$ cat src/rtl/riscv_32i_defs_pkg.sv
// Shared RV32I widths and types used by the load/store unit and its bus interface.
//   XLEN          : data/address width
//   RF_ADDR_WIDTH : register-file index width
//   word_t        : one XLEN-wide word
//   rf_addr_t     : register index
//   X0            : the hard-wired zero register
package riscv_32i_defs_pkg;
  localparam int XLEN          = 32;
  localparam int RF_ADDR_WIDTH = 5;
  typedef logic [XLEN-1:0]          word_t;
  typedef logic [RF_ADDR_WIDTH-1:0] rf_addr_t;
  localparam rf_addr_t X0 = '0;
endpackage

$ cat src/rtl/lsu_rv32i_if.sv
// Bus bundle for the RV32I load/store unit.
//   req_* : execute-stage request channel (valid/ready handshake)
//   mem_* : data-memory port (request/grant, then read-data valid)
//   wb_*  : register-file writeback pulse
// Modport slave is the LSU's view; modport master is the surrounding
// pipeline/memory environment.
interface lsu_rv32i_if;
  logic                           req_valid;
  logic                           req_ready;
  logic                           req_is_store;
  logic [2:0]                     req_funct3;
  riscv_32i_defs_pkg::word_t      req_addr;
  riscv_32i_defs_pkg::word_t      req_wdata;
  riscv_32i_defs_pkg::rf_addr_t   req_rd;

  logic                           mem_req;
  logic                           mem_we;
  riscv_32i_defs_pkg::word_t      mem_addr;
  logic [3:0]                     mem_be;
  riscv_32i_defs_pkg::word_t      mem_wdata;
  logic                           mem_gnt;
  logic                           mem_rvalid;
  riscv_32i_defs_pkg::word_t      mem_rdata;

  logic                           wb_valid;
  riscv_32i_defs_pkg::rf_addr_t   wb_rd;
  riscv_32i_defs_pkg::word_t      wb_data;
  logic                           wb_err;

  modport slave (
    input  req_valid, req_is_store, req_funct3, req_addr, req_wdata, req_rd,
    output req_ready,
    output mem_req, mem_we, mem_addr, mem_be, mem_wdata,
    input  mem_gnt, mem_rvalid, mem_rdata,
    output wb_valid, wb_rd, wb_data, wb_err
  );

  modport master (
    output req_valid, req_is_store, req_funct3, req_addr, req_wdata, req_rd,
    input  req_ready,
    input  mem_req, mem_we, mem_addr, mem_be, mem_wdata,
    output mem_gnt, mem_rvalid, mem_rdata,
    input  wb_valid, wb_rd, wb_data, wb_err
  );
endinterface

$ cat src/rtl/lsu_rv32i.sv
// RV32I load/store unit: takes one load or store at a time from execute,
// drives the data-memory port, and returns a one-cycle writeback pulse.
// Ports:
//   clk, rst : single clock, synchronous active-high reset
//   bus      : lsu_rv32i_if.slave (request, memory and writeback channels)
// Parameter:
//   MEM_TIMEOUT : WAIT cycles without read data before a load faults (>= 1)
// All outputs are registered except req_ready, which decodes the IDLE state.
module lsu_rv32i
  import riscv_32i_defs_pkg::*;
#(
  parameter int MEM_TIMEOUT = 16
) (
  input  logic         clk,
  input  logic         rst,
  lsu_rv32i_if.slave   bus
);

  localparam logic [2:0] S_IDLE = 3'd0;
  localparam logic [2:0] S_REQ  = 3'd1;
  localparam logic [2:0] S_WAIT = 3'd2;
  localparam logic [2:0] S_DONE = 3'd3;
  localparam logic [2:0] S_ERR  = 3'd4;

  localparam int              CNT_W   = $clog2(MEM_TIMEOUT + 1);
  localparam logic [CNT_W-1:0] CNT_MAX = CNT_W'(MEM_TIMEOUT);

  logic [2:0]       state_q, state_d;
  logic [2:0]       funct3_q, funct3_d;
  logic [1:0]       off_q, off_d;
  rf_addr_t         rd_q, rd_d;
  logic [CNT_W-1:0] cnt_q, cnt_d;

  logic             mem_req_q, mem_req_d;
  logic             mem_we_q, mem_we_d;
  word_t            mem_addr_q, mem_addr_d;
  logic [3:0]       mem_be_q, mem_be_d;
  word_t            mem_wdata_q, mem_wdata_d;

  logic             wb_valid_q, wb_valid_d;
  rf_addr_t         wb_rd_q, wb_rd_d;
  word_t            wb_data_q, wb_data_d;
  logic             wb_err_q, wb_err_d;

  // Request decode: legality, byte enables and lane-replicated store data.
  logic             req_legal;
  logic [3:0]       req_be;
  word_t            req_lanes;

  always_comb begin
    req_legal = 1'b0;
    req_be    = '0;
    req_lanes = '0;
    case (bus.req_funct3[1:0])
      2'b00: begin
        req_be    = 4'b0001 << bus.req_addr[1:0];
        req_lanes = {4{bus.req_wdata[7:0]}};
        // funct3[2] (unsigned) only exists for loads
        req_legal = !(bus.req_is_store && bus.req_funct3[2]);
      end
      2'b01: begin
        req_be    = 4'b0011 << bus.req_addr[1:0];
        req_lanes = {2{bus.req_wdata[15:0]}};
        req_legal = !(bus.req_is_store && bus.req_funct3[2]) && !bus.req_addr[0];
      end
      2'b10: begin
        req_be    = 4'b1111;
        req_lanes = bus.req_wdata;
        // there is no unsigned word load in RV32I
        req_legal = !bus.req_funct3[2] && (bus.req_addr[1:0] == 2'b00);
      end
      default: req_legal = 1'b0;
    endcase
  end

  // Load extraction: bring the addressed lane down to bit 0, then extend.
  word_t rdata_shift;
  word_t load_data;

  assign rdata_shift = bus.mem_rdata >> {off_q, 3'b000};

  always_comb begin
    load_data = bus.mem_rdata;
    case (funct3_q)
      3'b000:  load_data = {{(XLEN-8){rdata_shift[7]}}, rdata_shift[7:0]};
      3'b100:  load_data = {{(XLEN-8){1'b0}}, rdata_shift[7:0]};
      3'b001:  load_data = {{(XLEN-16){rdata_shift[15]}}, rdata_shift[15:0]};
      3'b101:  load_data = {{(XLEN-16){1'b0}}, rdata_shift[15:0]};
      default: load_data = bus.mem_rdata;
    endcase
  end

  always_comb begin
    state_d     = state_q;
    funct3_d    = funct3_q;
    off_d       = off_q;
    rd_d        = rd_q;
    cnt_d       = cnt_q;
    mem_req_d   = mem_req_q;
    mem_we_d    = mem_we_q;
    mem_addr_d  = mem_addr_q;
    mem_be_d    = mem_be_q;
    mem_wdata_d = mem_wdata_q;
    // writeback fields are pulses: zero unless entering DONE/ERR
    wb_valid_d  = 1'b0;
    wb_err_d    = 1'b0;
    wb_rd_d     = X0;
    wb_data_d   = '0;

    case (state_q)
      S_IDLE: begin
        if (bus.req_valid) begin
          funct3_d = bus.req_funct3;
          off_d    = bus.req_addr[1:0];
          rd_d     = bus.req_rd;
          if (req_legal) begin
            state_d     = S_REQ;
            mem_req_d   = 1'b1;
            mem_we_d    = bus.req_is_store;
            mem_addr_d  = {bus.req_addr[XLEN-1:2], 2'b00};
            mem_be_d    = req_be;
            mem_wdata_d = req_lanes;
          end else begin
            // faulting access never reaches memory
            state_d    = S_ERR;
            wb_valid_d = 1'b1;
            wb_err_d   = 1'b1;
          end
        end
      end
      S_REQ: begin
        if (bus.mem_gnt) begin
          mem_req_d = 1'b0;
          if (mem_we_q) begin
            state_d    = S_DONE;
            wb_valid_d = 1'b1;
          end else begin
            state_d = S_WAIT;
            cnt_d   = '0;
          end
        end
      end
      S_WAIT: begin
        // read data beats the timeout when both land in the same cycle
        if (bus.mem_rvalid) begin
          state_d    = S_DONE;
          wb_valid_d = 1'b1;
          wb_rd_d    = rd_q;
          wb_data_d  = load_data;
        end else if (cnt_q == CNT_MAX) begin
          state_d    = S_ERR;
          wb_valid_d = 1'b1;
          wb_err_d   = 1'b1;
        end else begin
          cnt_d = cnt_q + 1'b1;
        end
      end
      S_DONE, S_ERR: state_d = S_IDLE;
      default:       state_d = S_IDLE;
    endcase
  end

  always_ff @(posedge clk) begin
    if (rst) begin
      state_q     <= S_IDLE;
      funct3_q    <= '0;
      off_q       <= '0;
      rd_q        <= X0;
      cnt_q       <= '0;
      mem_req_q   <= 1'b0;
      mem_we_q    <= 1'b0;
      mem_addr_q  <= '0;
      mem_be_q    <= '0;
      mem_wdata_q <= '0;
      wb_valid_q  <= 1'b0;
      wb_rd_q     <= X0;
      wb_data_q   <= '0;
      wb_err_q    <= 1'b0;
    end else begin
      state_q     <= state_d;
      funct3_q    <= funct3_d;
      off_q       <= off_d;
      rd_q        <= rd_d;
      cnt_q       <= cnt_d;
      mem_req_q   <= mem_req_d;
      mem_we_q    <= mem_we_d;
      mem_addr_q  <= mem_addr_d;
      mem_be_q    <= mem_be_d;
      mem_wdata_q <= mem_wdata_d;
      wb_valid_q  <= wb_valid_d;
      wb_rd_q     <= wb_rd_d;
      wb_data_q   <= wb_data_d;
      wb_err_q    <= wb_err_d;
    end
  end

  assign bus.req_ready = (state_q == S_IDLE);
  assign bus.mem_req   = mem_req_q;
  assign bus.mem_we    = mem_we_q;
  assign bus.mem_addr  = mem_addr_q;
  assign bus.mem_be    = mem_be_q;
  assign bus.mem_wdata = mem_wdata_q;
  assign bus.wb_valid  = wb_valid_q;
  assign bus.wb_rd     = wb_rd_q;
  assign bus.wb_data   = wb_data_q;
  assign bus.wb_err    = wb_err_q;

endmodule

$ cat src/flat_wrapper.sv
// flat-port wrapper written by rule: the top's interface ports become plain ports
module lsu_rv32i_flat import riscv_32i_defs_pkg::*;
#(
  parameter int MEM_TIMEOUT = 16
)
  (clk, rst, bus_req_valid, bus_req_is_store, bus_req_funct3, bus_req_addr, bus_req_wdata, bus_req_rd, bus_req_ready, bus_mem_req, bus_mem_we, bus_mem_addr, bus_mem_be, bus_mem_wdata, bus_mem_gnt, bus_mem_rvalid, bus_mem_rdata, bus_wb_valid, bus_wb_rd, bus_wb_data, bus_wb_err);
  lsu_rv32i_if bus_i ();
  input  logic clk;
  input  logic rst;
  input wire logic [$bits(bus_i.req_valid)-1:0] bus_req_valid;
  input wire logic [$bits(bus_i.req_is_store)-1:0] bus_req_is_store;
  input wire logic [$bits(bus_i.req_funct3)-1:0] bus_req_funct3;
  input wire logic [$bits(bus_i.req_addr)-1:0] bus_req_addr;
  input wire logic [$bits(bus_i.req_wdata)-1:0] bus_req_wdata;
  input wire logic [$bits(bus_i.req_rd)-1:0] bus_req_rd;
  output wire logic [$bits(bus_i.req_ready)-1:0] bus_req_ready;
  output wire logic [$bits(bus_i.mem_req)-1:0] bus_mem_req;
  output wire logic [$bits(bus_i.mem_we)-1:0] bus_mem_we;
  output wire logic [$bits(bus_i.mem_addr)-1:0] bus_mem_addr;
  output wire logic [$bits(bus_i.mem_be)-1:0] bus_mem_be;
  output wire logic [$bits(bus_i.mem_wdata)-1:0] bus_mem_wdata;
  input wire logic [$bits(bus_i.mem_gnt)-1:0] bus_mem_gnt;
  input wire logic [$bits(bus_i.mem_rvalid)-1:0] bus_mem_rvalid;
  input wire logic [$bits(bus_i.mem_rdata)-1:0] bus_mem_rdata;
  output wire logic [$bits(bus_i.wb_valid)-1:0] bus_wb_valid;
  output wire logic [$bits(bus_i.wb_rd)-1:0] bus_wb_rd;
  output wire logic [$bits(bus_i.wb_data)-1:0] bus_wb_data;
  output wire logic [$bits(bus_i.wb_err)-1:0] bus_wb_err;
  assign bus_i.req_valid = bus_req_valid;
  assign bus_i.req_is_store = bus_req_is_store;
  assign bus_i.req_funct3 = bus_req_funct3;
  assign bus_i.req_addr = bus_req_addr;
  assign bus_i.req_wdata = bus_req_wdata;
  assign bus_i.req_rd = bus_req_rd;
  assign bus_req_ready = bus_i.req_ready;
  assign bus_mem_req = bus_i.mem_req;
  assign bus_mem_we = bus_i.mem_we;
  assign bus_mem_addr = bus_i.mem_addr;
  assign bus_mem_be = bus_i.mem_be;
  assign bus_mem_wdata = bus_i.mem_wdata;
  assign bus_i.mem_gnt = bus_mem_gnt;
  assign bus_i.mem_rvalid = bus_mem_rvalid;
  assign bus_i.mem_rdata = bus_mem_rdata;
  assign bus_wb_valid = bus_i.wb_valid;
  assign bus_wb_rd = bus_i.wb_rd;
  assign bus_wb_data = bus_i.wb_data;
  assign bus_wb_err = bus_i.wb_err;
  lsu_rv32i #(.MEM_TIMEOUT(MEM_TIMEOUT)) u_core (.clk(clk), .rst(rst), .bus(bus_i));
endmodule
$ cat config.mk
export PLATFORM = sky130hd
export DESIGN_NAME = lsu_rv32i_flat
export DESIGN_NICKNAME = d
export VERILOG_FILES = /design/src/rtl/riscv_32i_defs_pkg.sv /design/src/rtl/lsu_rv32i_if.sv /design/src/rtl/lsu_rv32i.sv /design/src/flat_wrapper.sv
export SDC_FILE = /design/constraint.sdc
export NUM_CORES = 1
export LEC_CHECK = 0
export CORE_UTILIZATION = 45
export CTS_CLUSTER_DIAMETER = 50
export DETAILED_ROUTE_END_ITERATION = 6
export HOLD_SLACK_MARGIN = 0.06
export PLACE_DENSITY_LB_ADDON = 0.05
export SYNTH_ARGS = -nofsm -noshare
export SYNTH_HDL_FRONTEND = slang
export SYNTH_SLANG_ARGS = --single-unit
$ cat constraint.sdc
create_clock -name clk -period 5.4 [get_ports clk]
set_input_delay 1.62 -clock clk [delete_from_list [all_inputs] [get_ports clk]]
set_output_delay 1.62 -clock clk [all_outputs]
set_load 0.03 [all_outputs]
# Word level (Yosys, flattened, before mapping)
# Cells that the tools add are included.
# op_classes
addsub	1
n_eq_ne	15
reduce_logical	18
shift	3
n_bitwise	2
muxes	29
# op_table
operator	count
32-bit one-hot mux with 4 select lines	1
32-bit one-hot mux with 3 select lines	1
32-bit by 5-bit right shift with 16-bit output	1
5-bit two-way mux	4
3-bit two-way mux	5
4-bit one-hot mux with 3 select lines	1
1-bit two-way mux	11
2-bit inequality test, second input constant	5
5-bit one-hot mux with 2 select lines	1
3-bit one-hot mux with 3 select lines	1
3-bit by 1-bit == test with 1-bit output, second input constant	2
3-bit == test, second input constant	2
3-bit logical NOT	2
1-bit one-hot mux with 3 select lines	2
3-bit AND reduction	2
5-bit by 1-bit adder with 5-bit output, second input constant	1
5-bit == test, second input constant	1
5-bit AND reduction	1
2-bit logical NOT	2
1-bit one-hot mux with 2 select lines	2
4-bit AND reduction	1
2-bit nonzero test	2
1-bit by 2-bit left shift with 4-bit output, first input constant	1
2-bit by 2-bit left shift with 4-bit output, first input constant	1
other kinds (10)	15
# totals
word_cells	82
register_bits	125

# Logic depth before layout (Yosys ltp)
# depth
word_depth	7
mapped_depth	6
mapped_depth_nobuf	6

# Least setup slack after synthesis
# Ideal clock, no wire load.
# synth_path
path_type	in2reg
startpoint	input port bus_req_addr[1]
endpoint	register u_core.mem_addr_q[10] (netlist: u_core.bus.mem_addr[10])
path_stages	6
t_arrival_ns	2.811
path_buffers	2
setup_slack_ns	2.457
setup_time_ns	0.132
required_ns	5.268
path_cell_list	or4_4 a21o_1 buf_2 buf_2 nand2_1 a21oi_1
# synth_between
elab_chain_cells	4
# synth_rtl
item	line	rtl
start: declaration	flat_wrapper.sv:13	input wire logic [$bits(bus_i.req_addr)-1:0] bus_req_addr;
2-bit logical NOT	lsu_rv32i.sv:70	req_legal = !bus.req_funct3[2] && (bus.req_addr[1:0] == 2'b00);
1-bit logical AND	lsu_rv32i.sv:70	
1-bit one-hot mux with 3 select lines	lsu_rv32i.sv:54	case (bus.req_funct3[1:0])
3-bit AND reduction (no line)	-	
end signal: assignment	lsu_rv32i.sv:187	mem_addr_q <= mem_addr_d;
end: declaration	lsu_rv32i.sv:36	word_t mem_addr_q, mem_addr_d;
# No other way between the ends.
# A chain may end at the register's enable or synchronous reset.

# Worst setup path in the final report
# layout_path
startpoint	input port bus_req_funct3[1]
endpoint	register u_core.mem_wdata_q[2] (netlist: u_core.bus.mem_wdata[2])
# layout_between
elab_chain_cells	3
word_cells_on_any_way	6
cone_classes	eq/ne: 2; mux: 2; reduce/logical: 2
# layout_rtl
item	line	rtl
start: declaration	flat_wrapper.sv:12	input wire logic [$bits(bus_i.req_funct3)-1:0] bus_req_funct3;
2-bit == test, or another cell as far along	lsu_rv32i.sv:54	
1-bit one-hot mux with 3 select lines	lsu_rv32i.sv:54	
3-bit AND reduction (no line)	-	
end signal: assignment	lsu_rv32i.sv:189	mem_wdata_q <= mem_wdata_d;
end: declaration	lsu_rv32i.sv:38	word_t mem_wdata_q, mem_wdata_d;
# Parallel ways exist; a longest one is shown, timed or not.

==> summary.txt <==
Outcome
  – Status: completed

Place
  – Final HPWL DP: 10.7 mm
  – Post-Place Setup Slack: around 1.2 ns
  – IO buf count: 217
  – Placed instance count: about 920
  – RePlAce Congestion: 0.775
  – Area post-placement: 7340 um2

Synth
  – Area leader, netlist: dfxtp_1
  – Top cell type's share of synthesized area: 48.5%
  – Top cells by area, synth: dfxtp_1 (49%), nand2_1 (8.4%), a21oi_1 (6.2%), mux2i_1 (5.0%), nor2_1 (4.3%)
  – Avg Cell Area, Syn: 8.54 um2
  – Async S/R FF share, synth: 0%
  – YS warnings: 0
  – Post-synth EDFFs: 0
  – Seq/Total Area, Yosys: approximately half
  – Primary FF master, synth: dfxtp_1
  – Synth Instances: 604
  – #FFs+latches synth: roughly 130
  – Synth cell types: 51
  – Syn Std Cell Area: 5160 um2

Critical path
  – Worst EP arrival: 4.14 ns
  – Critical path peak fanout: 57
  – Crit path cell chain: clkdlybuf4s50_1, a221o_1, a21o_2, buf_4, nand2_1, a21oi_1
  – Worst Setup End Kind: flip-flop
  – Crit Path Class: in2reg
  – Max incr delay on CP: 0.85 ns
  – Slowest cell on crit path: a21o_2
  – Element type at the critical path start: input pin
  – Critical Path RT: 5.73 ns
  – Kind of cell adding the most delay to the critical path: compound AO/OA/AOI/OAI gates
  – Buf/Inv on CP: 2

Final layout
  – Final Non-Filler Cells: 955
  – Layout cell share with drive strength beyond 1: 5.89%
  – Most common cell after layout, fill and taps aside: clkdlybuf4s50_1
  – Nets@finish: 914
  – Most frequent cells in the layout: clkdlybuf4s50_1 (216), dfxtp_1 (125), nand2_1 (116), a21oi_1 (64), nor2_1 (59)
  – Core Util, Final: 72.8%
  – Layout area overhead: 54.9%
  – Fill cells: 829
  – Antenna diodes: 0
  – Finished Cell Area: between 7000 and 8000 um2

Clock network
  – CTS H-tree depth: 4
  – Max Buffers Root-to-Sink: 2
  – CTS Sinks: 125
  – Cts bufs inserted: 17
  – CTS tree: yes
  – Hold buffers post-CTS: 0
  – Post-cts gate resize count: 0
  – Post-CTS Setup Bufs: 0
  – CTS clk-pin slew, worst paths: 0.05 ns
  – Clock root buffer master: clkbuf_16
  – Clk_lat worst skew: ~0.41 ns

Die
  – Row cnt: 38
  – Initial Util: between 40% and 50%
  – CORE AREA: 11000 um2
  – I/O pins: 220
  – Die Y-Extent: 109 um
  – Die Area: about 12000 um2
  – Die width: 109 um

Min path
  – Worst Hold Class: reg2reg

Timing
  – Min cycle time layout: between 3 and 4 ns
  – Clock skew: 0.00365 ns
  – RSZ-0062 raised after global routing: no
  – Max-slew violation count: 0
  – Final worst setup slack: roughly 1.6 ns
  – Slew @ Worst Pin: about 1.1 ns
  – Final hold violations: 0
  – Final Setup Violations: 0
  – Max_slew headroom: a little over a quarter
  – Achievable Freq: 262 MHz
  – Period utilisation layout: 70.6%
  – Setup TNS: 0 ns

GRT
  – GR peak layer: met2
  – Gr usage total: 26.0%
  – First-pass GRT wire length: 23.7 mm
  – Initial antenna violation count: 0
  – M3 GR Usage: 9.68%
  – Vias in the first global route: slightly below 5000
  – Total gr overflow: 0
  – Met2 usage: a little over two fifths
  – Met1 capacity usage during global routing: 31.0%
  – Largest net degree at the start of global routing: 86

Drt
  – Routed Antenna Nets: 0
  – DR WL/cell: about 16 um
  – Routed WL: 15.4 mm
  – Drt via density: 5.34
  – DRC: 0
  – DR vias: 5101
  – DRT Pass-1 Iters: 4
  – Iter 0 DRT Violations: 243

Power and ir drop
  – Worst vdd ir: between 200 and 250 uV
  – PD cells: 334 nW/um2
  – Leak: slightly above 3 nW

Flow run
  – Max-cap violations: 0
## stage by stage
step                hold slack, ns  power (W)
floorplan                    0.430    0.00126
global placement             0.438    0.00145
finish                       0.454    0.00267
CTS                          0.456    0.00269
global route                 0.474    0.00276
detailed placement           0.445    0.00146
## synth_stat cells (2+ instances only)
cell type  instances
nand3b_1           2
nand3_1            5
buf_6              5
o21ai_0           16
dfxtp_1          125
nor2_1            59
a21oi_1           64
nand2_1          116
buf_2             13
a21o_1            25
clkinv_1           2
or3_1              3
nor2b_1            2
nand4_1            2
clkbuf_1          24
a221oi_1           8
nor3_1            29
o221ai_1           7
or4b_1             2
inv_1              6
buf_4              3
mux2i_1           26
a211oi_1          25
a2111oi_0          2
ha_1               2
and2_1             6
## tightest hold or removal path, cell delays in order, from the launching register on
cell,delay [ns]
dfxtp_1,0.30
nand2_1,0.05
a21oi_1,0.05
## routing by layer
| layer | part of all wire, % | vias to the layer above | wire, um |
|---|---|---|---|
| li1 | - | 2502 | - |
| met1 | 41 | 2366 | 6220 |
| met2 | 48 | 203 | 7430 |
| met3 | 8.4 | 30 | 1300 |
| met4 | 2.7 | 0 | 415 |
| met5 | 0 | - | 0 |
## path summary, 6_finish.rpt
kind	from	endpoint	slack, ns	cells past startpoint
max	bus_req_funct3[1]	u_core.bus.mem_wdata[2]	1.59	6
min	u_core.bus.mem_addr[9]	u_core.bus.mem_addr[9]	0.45	2
min reg2reg	u_core.bus.mem_addr[9]	u_core.bus.mem_addr[9]	0.45	2
max reg2reg	u_core.funct3_q[1]	u_core.bus.wb_data[25]	2.85	3
## power by group
group / leakage (nW) / switching, W / total (W) / internal, W
Clock: 0.318 / 0.000395 / 0.00123 / 0.000832
Sequential: 1.02 / 0.0000381 / 0.00100 / 0.000966
Combinational: 1.71 / 0.000237 / 0.000436 / 0.000200
## registers in the layout, indices dropped and copies added, names as in the netlist
name	count
u_core.bus.mem_addr	30
u_core.bus.mem_be	4
u_core.bus.mem_req	1
u_core.bus.mem_wdata	32
u_core.bus.mem_we	1
u_core.bus.wb_data	32
u_core.bus.wb_err	1
u_core.bus.wb_rd	5
u_core.bus.wb_valid	1
u_core.cnt_q	5
u_core.funct3_q	3
u_core.off_q	2
u_core.rd_q	5
u_core.state_q	3
## cell type report
type | instances | area, um2 | area share, %
multi-input combinational | 427 | 2400 | 30.1
clock buffer | 22 | 494 | 6.19
clock inverter | 10 | 159 | 1.99
tap | 140 | 175 | 2.19
timing repair buffer | 223 | 2220 | 27.8
sequential | 125 | 2500 | 31.3
inverter | 8 | 30.0 | 0.376
## logic make-up after synthesis
kind of cell | count (synthesis) | share of synthesized area (%)
mux | 27 | 5.34
buf+inv | 53 | 5.12
other cells | 1 | 0.0727
xor+xnor | 1 | 0.170
compound gates | 160 | 20.5
flops | 125 | 48.5
simple gates | 235 | 19.8
fa+ha+maj | 2 | 0.485
No activity file was read; power rests on OpenSTA's default activity.
